===== src/rtl/bus_cycle_sequencer_pkg.sv =====
// bus_cycle_sequencer_pkg
//   Shared encodings for the memory bus cycle sequencer:
//   - address-source select values driven on ADDR_BUSX
//   - sequencer state encodings
//   - requester grant codes
//   - counter widths used by the wait/watchdog counter
package bus_cycle_sequencer_pkg;

    typedef enum logic [1:0] {
        SRC_PC       = 2'd0,
        SRC_ALU_R    = 2'd1,
        SRC_REG_B    = 2'd2,
        SRC_ALUA_DIN = 2'd3
    } addr_src_e;

    typedef enum logic [1:0] {
        ST_IDLE   = 2'd0,
        ST_SETUP  = 2'd1,
        ST_STROBE = 2'd2,
        ST_DONE   = 2'd3
    } seq_state_e;

    typedef enum logic [1:0] {
        GNT_NONE  = 2'd0,
        GNT_FETCH = 2'd1,
        GNT_DATA  = 2'd2
    } grant_e;

    localparam int unsigned WAIT_CNT_W = 4;
    localparam int unsigned WD_CNT_W   = 8;

endpackage


===== src/rtl/bus_cycle_sequencer_wait_counter.sv =====
// bus_wait_counter
//   Loadable down-counter with zero flag that paces the strobe phase, plus an
//   optional strobe-phase watchdog (enabled by macro BUS_SEQ_TIMEOUT_EN).
// Ports:
//   clk        system clock
//   reset      synchronous active-high reset
//   load       load load_val into the counter and clear the watchdog (SETUP)
//   load_val   wait-state count
//   strobe     high while the sequencer is in STROBE
//   cnt_zero   counter has reached zero
//   wd_timeout watchdog has counted TIMEOUT_CYCLES strobe cycles (0 without macro)
module bus_wait_counter
    import bus_cycle_sequencer_pkg::*;
#(
    parameter int unsigned TIMEOUT_CYCLES = 64
) (
    input  logic                  clk,
    input  logic                  reset,
    input  logic                  load,
    input  logic [WAIT_CNT_W-1:0] load_val,
    input  logic                  strobe,
    output logic                  cnt_zero,
    output logic                  wd_timeout
);

    logic [WAIT_CNT_W-1:0] cnt_q, cnt_d;

    always_comb begin
        cnt_d = cnt_q;
        if (load) begin
            cnt_d = load_val;
        end else if (strobe && (cnt_q != '0)) begin
            cnt_d = cnt_q - 1'b1;
        end
    end

    always_ff @(posedge clk) begin
        if (reset) begin
            cnt_q <= '0;
        end else begin
            cnt_q <= cnt_d;
        end
    end

    assign cnt_zero = (cnt_q == '0);

`ifdef BUS_SEQ_TIMEOUT_EN
    logic [WD_CNT_W-1:0] wd_q, wd_d;

    always_comb begin
        wd_d = wd_q;
        if (load) begin
            wd_d = '0;
        end else if (strobe && (wd_q != '1)) begin
            wd_d = wd_q + 1'b1;
        end
    end

    always_ff @(posedge clk) begin
        if (reset) begin
            wd_q <= '0;
        end else begin
            wd_q <= wd_d;
        end
    end

    // wd_q holds the number of strobe cycles already completed, so the
    // current strobe cycle is the TIMEOUT_CYCLES-th one when wd_q == limit-1.
    assign wd_timeout = strobe && (wd_q == WD_CNT_W'(TIMEOUT_CYCLES - 1));
`else
    assign wd_timeout = 1'b0;
`endif

endmodule


===== src/rtl/bus_cycle_sequencer.sv =====
// bus_cycle_sequencer
//   Arbitrates the shared memory address bus between instruction fetch and
//   data access (data has fixed priority) and sequences each memory cycle
//   IDLE -> SETUP -> STROBE -> DONE -> IDLE. All outputs are registered from
//   the current state, so they appear one edge after the state is entered.
//   Optional strobe-phase watchdog: define BUS_SEQ_TIMEOUT_EN.
// Ports:
//   CLK, RESET       clock, synchronous active-high reset
//   FETCH_REQ/ACK    fetch request (source PC, read) / completion pulse
//   DATA_REQ/ACK     data request / completion pulse
//   DATA_WE          1 = write, latched at grant
//   DATA_SRC         data address source, latched at grant
//   MEM_RDY          memory ready, extends the strobe while low
//   ADDR_BUSX        address-source select
//   MEM_CE/RD/WR     chip enable, read strobe, write strobe
//   BUSY             sequencer not idle
//   BUS_ERR          watchdog timeout pulse (0 without the macro)
module bus_cycle_sequencer
    import bus_cycle_sequencer_pkg::*;
#(
    parameter int unsigned WAIT_STATES    = 1,
    parameter int unsigned TIMEOUT_CYCLES = 64
) (
    input  logic       CLK,
    input  logic       RESET,
    input  logic       FETCH_REQ,
    output logic       FETCH_ACK,
    input  logic       DATA_REQ,
    input  logic       DATA_WE,
    input  logic [1:0] DATA_SRC,
    output logic       DATA_ACK,
    input  logic       MEM_RDY,
    output logic [1:0] ADDR_BUSX,
    output logic       MEM_CE,
    output logic       MEM_RD,
    output logic       MEM_WR,
    output logic       BUSY,
    output logic       BUS_ERR
);

    seq_state_e state_q, state_d;
    grant_e     grant_q, grant_d;
    addr_src_e  src_q,   src_d;
    logic       we_q,    we_d;

    logic cnt_zero;
    logic wd_timeout;

`ifdef BUS_SEQ_TIMEOUT_EN
    logic err_q, err_d;
`endif

    bus_wait_counter #(
        .TIMEOUT_CYCLES (TIMEOUT_CYCLES)
    ) u_wait_counter (
        .clk        (CLK),
        .reset      (RESET),
        .load       (state_q == ST_SETUP),
        .load_val   (WAIT_CNT_W'(WAIT_STATES)),
        .strobe     (state_q == ST_STROBE),
        .cnt_zero   (cnt_zero),
        .wd_timeout (wd_timeout)
    );

    // Next-state, arbitration and grant latch
    always_comb begin
        state_d = state_q;
        grant_d = grant_q;
        src_d   = src_q;
        we_d    = we_q;
`ifdef BUS_SEQ_TIMEOUT_EN
        err_d   = err_q;
`endif
        unique case (state_q)
            ST_IDLE: begin
                if (DATA_REQ) begin
                    grant_d = GNT_DATA;
                    src_d   = addr_src_e'(DATA_SRC);
                    we_d    = DATA_WE;
                    state_d = ST_SETUP;
                end else if (FETCH_REQ) begin
                    grant_d = GNT_FETCH;
                    src_d   = SRC_PC;
                    we_d    = 1'b0;
                    state_d = ST_SETUP;
                end
            end
            ST_SETUP: begin
                state_d = ST_STROBE;
`ifdef BUS_SEQ_TIMEOUT_EN
                err_d   = 1'b0;
`endif
            end
            ST_STROBE: begin
                if (cnt_zero && MEM_RDY) begin
                    state_d = ST_DONE;
                end else if (wd_timeout) begin
                    state_d = ST_DONE;
`ifdef BUS_SEQ_TIMEOUT_EN
                    err_d   = 1'b1;
`endif
                end
            end
            ST_DONE: begin
                state_d = ST_IDLE;
                grant_d = GNT_NONE;
            end
            default: state_d = ST_IDLE;
        endcase
    end

    // Output decode from the current state; registered below
    logic [1:0] addr_d;
    logic       ce_d, rd_d, wr_d, busy_d, fack_d, dack_d, berr_d;
    logic [1:0] addr_q;
    logic       ce_q, rd_q, wr_q, busy_q, fack_q, dack_q, berr_q;

    always_comb begin
        addr_d = SRC_PC;
        ce_d   = 1'b0;
        rd_d   = 1'b0;
        wr_d   = 1'b0;
        busy_d = 1'b0;
        fack_d = 1'b0;
        dack_d = 1'b0;
        berr_d = 1'b0;
        if (state_q != ST_IDLE) begin
            addr_d = src_q;
            ce_d   = 1'b1;
            busy_d = 1'b1;
        end
        if (state_q == ST_STROBE) begin
            rd_d = ~we_q;
            wr_d = we_q;
        end
        if (state_q == ST_DONE) begin
            fack_d = (grant_q == GNT_FETCH);
            dack_d = (grant_q == GNT_DATA);
`ifdef BUS_SEQ_TIMEOUT_EN
            berr_d = err_q;
`endif
        end
    end

    always_ff @(posedge CLK) begin
        if (RESET) begin
            state_q <= ST_IDLE;
            grant_q <= GNT_NONE;
            src_q   <= SRC_PC;
            we_q    <= 1'b0;
            addr_q  <= '0;
            ce_q    <= 1'b0;
            rd_q    <= 1'b0;
            wr_q    <= 1'b0;
            busy_q  <= 1'b0;
            fack_q  <= 1'b0;
            dack_q  <= 1'b0;
            berr_q  <= 1'b0;
        end else begin
            state_q <= state_d;
            grant_q <= grant_d;
            src_q   <= src_d;
            we_q    <= we_d;
            addr_q  <= addr_d;
            ce_q    <= ce_d;
            rd_q    <= rd_d;
            wr_q    <= wr_d;
            busy_q  <= busy_d;
            fack_q  <= fack_d;
            dack_q  <= dack_d;
            berr_q  <= berr_d;
        end
    end

`ifdef BUS_SEQ_TIMEOUT_EN
    always_ff @(posedge CLK) begin
        if (RESET) begin
            err_q <= 1'b0;
        end else begin
            err_q <= err_d;
        end
    end
`endif

    assign ADDR_BUSX = addr_q;
    assign MEM_CE    = ce_q;
    assign MEM_RD    = rd_q;
    assign MEM_WR    = wr_q;
    assign BUSY      = busy_q;
    assign FETCH_ACK = fack_q;
    assign DATA_ACK  = dack_q;
    assign BUS_ERR   = berr_q;

endmodule

===== config.mk =====
export PLATFORM = sky130hd
export DESIGN_NAME = bus_cycle_sequencer
export DESIGN_NICKNAME = d
export VERILOG_FILES = /design/src/rtl/bus_cycle_sequencer_pkg.sv /design/src/rtl/bus_cycle_sequencer_wait_counter.sv /design/src/rtl/bus_cycle_sequencer.sv
export SDC_FILE = /design/constraint.sdc
export NUM_CORES = 1
export LEC_CHECK = 0
export ABC_AREA = 1
export CAP_MARGIN = 10
export CORE_UTILIZATION = 48
export DETAILED_ROUTE_END_ITERATION = 16
export HOLD_SLACK_MARGIN = 0.05
export PLACE_DENSITY = 0.85
export SYNTH_ARGS = -nofsm -noshare
export SYNTH_HDL_FRONTEND = slang
export SYNTH_SLANG_ARGS = --single-unit

===== constraint.sdc =====
create_clock -name CLK -period 1.9 [get_ports CLK]
set_clock_uncertainty 0.15 [all_clocks]
set_input_delay 0.475 -clock CLK [delete_from_list [all_inputs] [get_ports CLK]]
set_output_delay 0.475 -clock CLK [all_outputs]
set_load 0.03 [all_outputs]

== Yosys cells after proc, flatten, opt, wreduce, memory -nomap -nowiden ==
Index checks and enable logic that the tools add are counted.

* Word-level logic and storage cells: 53
* Output and inout bits: 9
* Register bits after elaboration: 18

* Equal/unequal tests: 7
* Add/subtract/negate cells: 1
* Bitwise operators: 4
* Reductions and logical operators: 16
* Mux-type cells: 13

{| class="wikitable"
|+ Operators with widths
! cell !! count
|-
| 2-bit two-way mux || 6
|-
| 2-bit case mux with 4 select lines || 1
|-
| 2-bit nonzero test || 4
|-
| 2-bit OR reduction || 4
|-
| 2-bit equality test, second input constant || 3
|-
| 2-bit AND reduction || 3
|-
| 1-bit two-way mux || 5
|-
| 2-bit by 1-bit equality test with 1-bit output, second input constant || 2
|-
| 4-bit zero test || 1
|-
| 1-bit inverter || 4
|-
| 2-bit case mux with 2 select lines || 1
|-
| 4-bit nonzero test || 1
|-
| 4-bit by 1-bit subtractor with 4-bit output, second input constant || 1
|-
| 3-bit != test, second input constant || 1
|-
| 1-bit logical AND || 2
|-
| 2-bit zero test || 1
|-
| 2-bit != test, second input constant || 1
|}

== Depth between registers and ports, before layout ==
* Depth after elaboration: 4
* Mapped depth: 8
* Mapped depth without buffers: 8

== Hierarchy ==
A second synthesis with hierarchy kept.

* Cell total of the unflattened synthesis: 118
* Area, all modules: 893.4 µm²

{| class="wikitable"
|+ Modules (own cells, without submodules)
! module !! area each (µm²) !! cells an instance !! instances
|-
| bus_cycle_sequencer || 608.1 || 75 || 1
|-
| bus_wait_counter || 285.3 || 43 || 1
|}

== Worst setup path before layout ==
OpenSTA, ideal clock, no wires.

* Path type: register to register
* Start: register state_q[0]
* End: register grant_q[0]
* Arrival: 1.059 ns
* Cell stages (with the launch flop): 6
* Period minus slack after synthesis: 1.331 ns
* Path buffers: 1
* Setup slack: 0.569 ns
* Cell sequence: dfxtp_1 -> inv_1 -> ha_1 -> buf_4 -> o211ai_1 -> a21oi_1

* Longest elaborated chain between the ends: 3
* Elaborated cells between the ends (all ways): 6

{| class="wikitable"
|+ Ends and longest elaborated chain
! item !! RTL line !! text
|-
| start: declaration || bus_cycle_sequencer.sv:41 || <nowiki>seq_state_e state_q, state_d;</nowiki>
|-
| start signal: assignment || bus_cycle_sequencer.sv:160 || <nowiki>state_q <= state_d;</nowiki>
|-
| 2-bit zero test / 2-bit equality test (equally long branches) || bus_cycle_sequencer.sv:74 || <nowiki>unique case (state_q)</nowiki>
|-
| 3-bit != test (no line) / 2-bit nonzero test (equally long branches) || -- ||
|-
| 2-bit AND reduction (no line) || -- ||
|-
| end signal: assignment || bus_cycle_sequencer.sv:161 || <nowiki>grant_q <= grant_d;</nowiki>
|-
| end: declaration || bus_cycle_sequencer.sv:42 || <nowiki>grant_e grant_q, grant_d;</nowiki>
|}

Several ways; a longest one is shown, not always the timed one.
A chain may end at the register's enable or synchronous reset.

==> results_dict.tcl <==
set metrics [dict create \
    synthTopCellsByArea "dfxtp_1 (44%), nand2_1 (8.3%), ha_1 (7.7%)" \
    holdWs_ps 294 \
    rows 14 \
    grtUsageMet3_pct 4.26 \
    register_area_sq_um 360 \
    synth_seq_cells 18 \
    cts_tree "built" \
    drt_wl_total_mm 1.46 \
    io_buffers 15 \
    grt_first_pass_wirelength_mm 2.62 \
    layout-drive-gt1-share_pct 11.8 \
    num_io_pins 17 \
    first_global_vias 660 \
    endpoint_kind "output pin" \
    grtUsageMet2_pct 32.2 \
    rr_worst_depth 6 \
    cp_num_buf_inv 1 \
    cts_setup_buffers 0 \
    powerDensity_nw_per_um2 1230 \
    synth.cell_area_sq_um 812 \
    diodes 0 \
    arrival_ps 1010 \
    syn2layout_area_growth_pct 22.3 \
    crit_required_ps 1270 \
    tns_ps 0 \
    netlist_instances 104 \
    max_clock_freq_mhz 612 \
    cts.sinks 18 \
    status "finished, final reports clean" \
    cts_hold_buf 0 \
    drc 0 \
    crit_fanout 2 \
    place_congestion 0.812 \
    nNetsFinal 134 \
    fillCellCount 139 \
    rsz0062_at_grt "false" \
    wl_per_cell_microns 10.8 \
    grt_usage_pct 18.8 \
    firstDrtPassIters 4 \
    setup_viol 0 \
    postRouteAntennaNets 0 \
    ir_worst_vdd_uv 699 \
    cts_buffer_depth 2 \
    synth_area_per_cell_sq_um 7.81 \
    cts_max_level 1 \
    cts.clk_slew.worst_paths_ps 90 \
    use_met1_pct 21.3 \
    cts_buffers 3 \
    start_util_pct 52.7 \
    ys_warn_count 0 \
    grt_start_max_net_pins 14 \
    crit_type "reg -> out" \
    die_h_microns 43.1 \
    synth_cell_types 20 \
    vias 666 \
    drtIter0Drc 11 \
    die_area_sq_um 1860 \
    p_leak_nw 0.507 \
    die_x_microns 43.1 \
    via_per_inst 4.93 \
    min_path_type "reg -> reg" \
    min_path_cells 1 \
    seq_area_frac_synth_pct 44.4 \
    finalCritPeriodShare_pct 86.0 \
    synth_top_area_share_pct 44.4 \
    synth_top_cell_by_area "dfxtp_1" \
    antenna_found_initial 0 \
    path_cells "dlygate4sd2_1" \
    cpPeakStageDelay_ps 400 \
    coreArea_sq_um 1540 \
    crit_slowest_cell "dlygate4sd2_1" \
    hpwlAfterDp_mm 1.12 \
    finalHoldViolations 0 \
    drv_slew 0 \
    period_minus_slack_ps 1630 \
    insertion_delay_ps 280 \
    drv_cap 0 \
    busiest_layer "met2" \
    syn_nets 117 \
    cp_top_family "buffers and inverters" \
    crit_cells 1 \
    cts-root-buf "clkbuf_4" \
    gr-total-overflow 0 \
    multi_input_area_sq_um 372 \
    start_kind "register" \
]
placed cells by master (no fill, tap or decap), types with 2 or more instances in the layout:
cell             Yosys  routed
dfxtp_1             18      18
nand2_1             18      18
nor2_1              13      13
inv_1               12      12
a21oi_1              8       8
nand3_1              8       8
clkdlybuf4s50_1      0       7
ha_1                 5       5
dlymetal6s2s_1       0       5
a21oi_2              4       4
clkbuf_4             0       3
dlygate4sd2_1        0       3
inv_2                2       2
nor2_2               2       2
o211ai_1             2       2
nor3b_1              2       2
cell usage after synthesis:
library cell  count
a21oi_1           8
a21oi_2           4
buf_2             1
buf_4             3
conb_1            1
dfxtp_1          18
ha_1              5
inv_1            12
inv_2             2
nand2_1          18
nand2_2           1
nand3_1           8
nand4_1           1
nor2_1           13
nor2_2            2
nor3_1            1
nor3b_1           2
o211ai_1          2
o21ai_0           1
o21ai_2           1
worst paths after layout:
kind | from | endpoint | slack [ps]
worst max-delay path | BUSY | MEM_CE | 270
worst min-delay path | we_q | MEM_RD | 290
worst min register to register | we_q | MEM_RD | 290
worst max register to register | state_q[0] | state_q[1] | 340
timing repair:
item / CTS / global route
resized for setup: 3 / 5
endpoints found under the setup margin: 3 / 5
cloned: 0 / 0
endpoints found under the hold margin: 0 / 0
worst reg2reg max path, cell delays in order, from the launching register on:
cell and delay (ps):
dfxtp_1 380, inv_1 100, ha_1 370, a21oi_2 250, nand3_1 100, nand2_1 80, nor2_1 40
flip-flops by register name, summed over array words and instances, names as in the netlist:
register,flops
u_wait_counter.cnt_q,4
ADDR_BUSX,2
grant_q,2
src_q,2
state_q,2
BUSY,1
DATA_ACK,1
FETCH_ACK,1
MEM_RD,1
MEM_WR,1
we_q,1
report_power, final:
group	internal (mW)	total [mW]	switching [mW]
logic	0.198	0.545	0.347
registers	0.452	0.498	0.0463
clock network	0.0736	0.181	0.107
total	0.723	1.22	0.501
routing by layer:
layer	vias to the layer above	share of wire, %
met4	0	1.9
met3	5	3.8
li1	357	-
met5	-	0
met2	15	49
met1	289	45
cell type report:
| class | count | share of cell area [%] |
|---|---|---|
| Clock buffer | 3 | 2.27 |
| Inverter | 14 | 5.29 |
| Multi-Input combinational cell | 68 | 37.4 |
| Sequential cell | 18 | 36.3 |
| Tap cell | 16 | 2.02 |
| Timing Repair Buffer | 16 | 16.8 |
logic make-up after synthesis:
group / count (synthesis) / synth area share (%)
AOI/OAI and AO/OA: 16 / 12.8
buffers and inverters: 18 / 9.86
adders and majority gates: 5 / 7.70
DFF: 18 / 44.4
other: 1 / 0.462
and+or+nand+nor: 46 / 24.8
metrics by stage:
stage	area (sq um)	setup slack [ps]	total power [mW]	utilization (%)	std cells
finish	993	265	1.22	64.4	135
detailed placement	962	77.5	1.07	62.4	132
floorplan	812	569	0.947	-	104
global route	993	188	1.33	64.4	135
CTS	981	3.94	1.23	63.6	135
global placement	962	144	1.03	62.4	132
No activity file was read; power rests on OpenSTA's default activity.
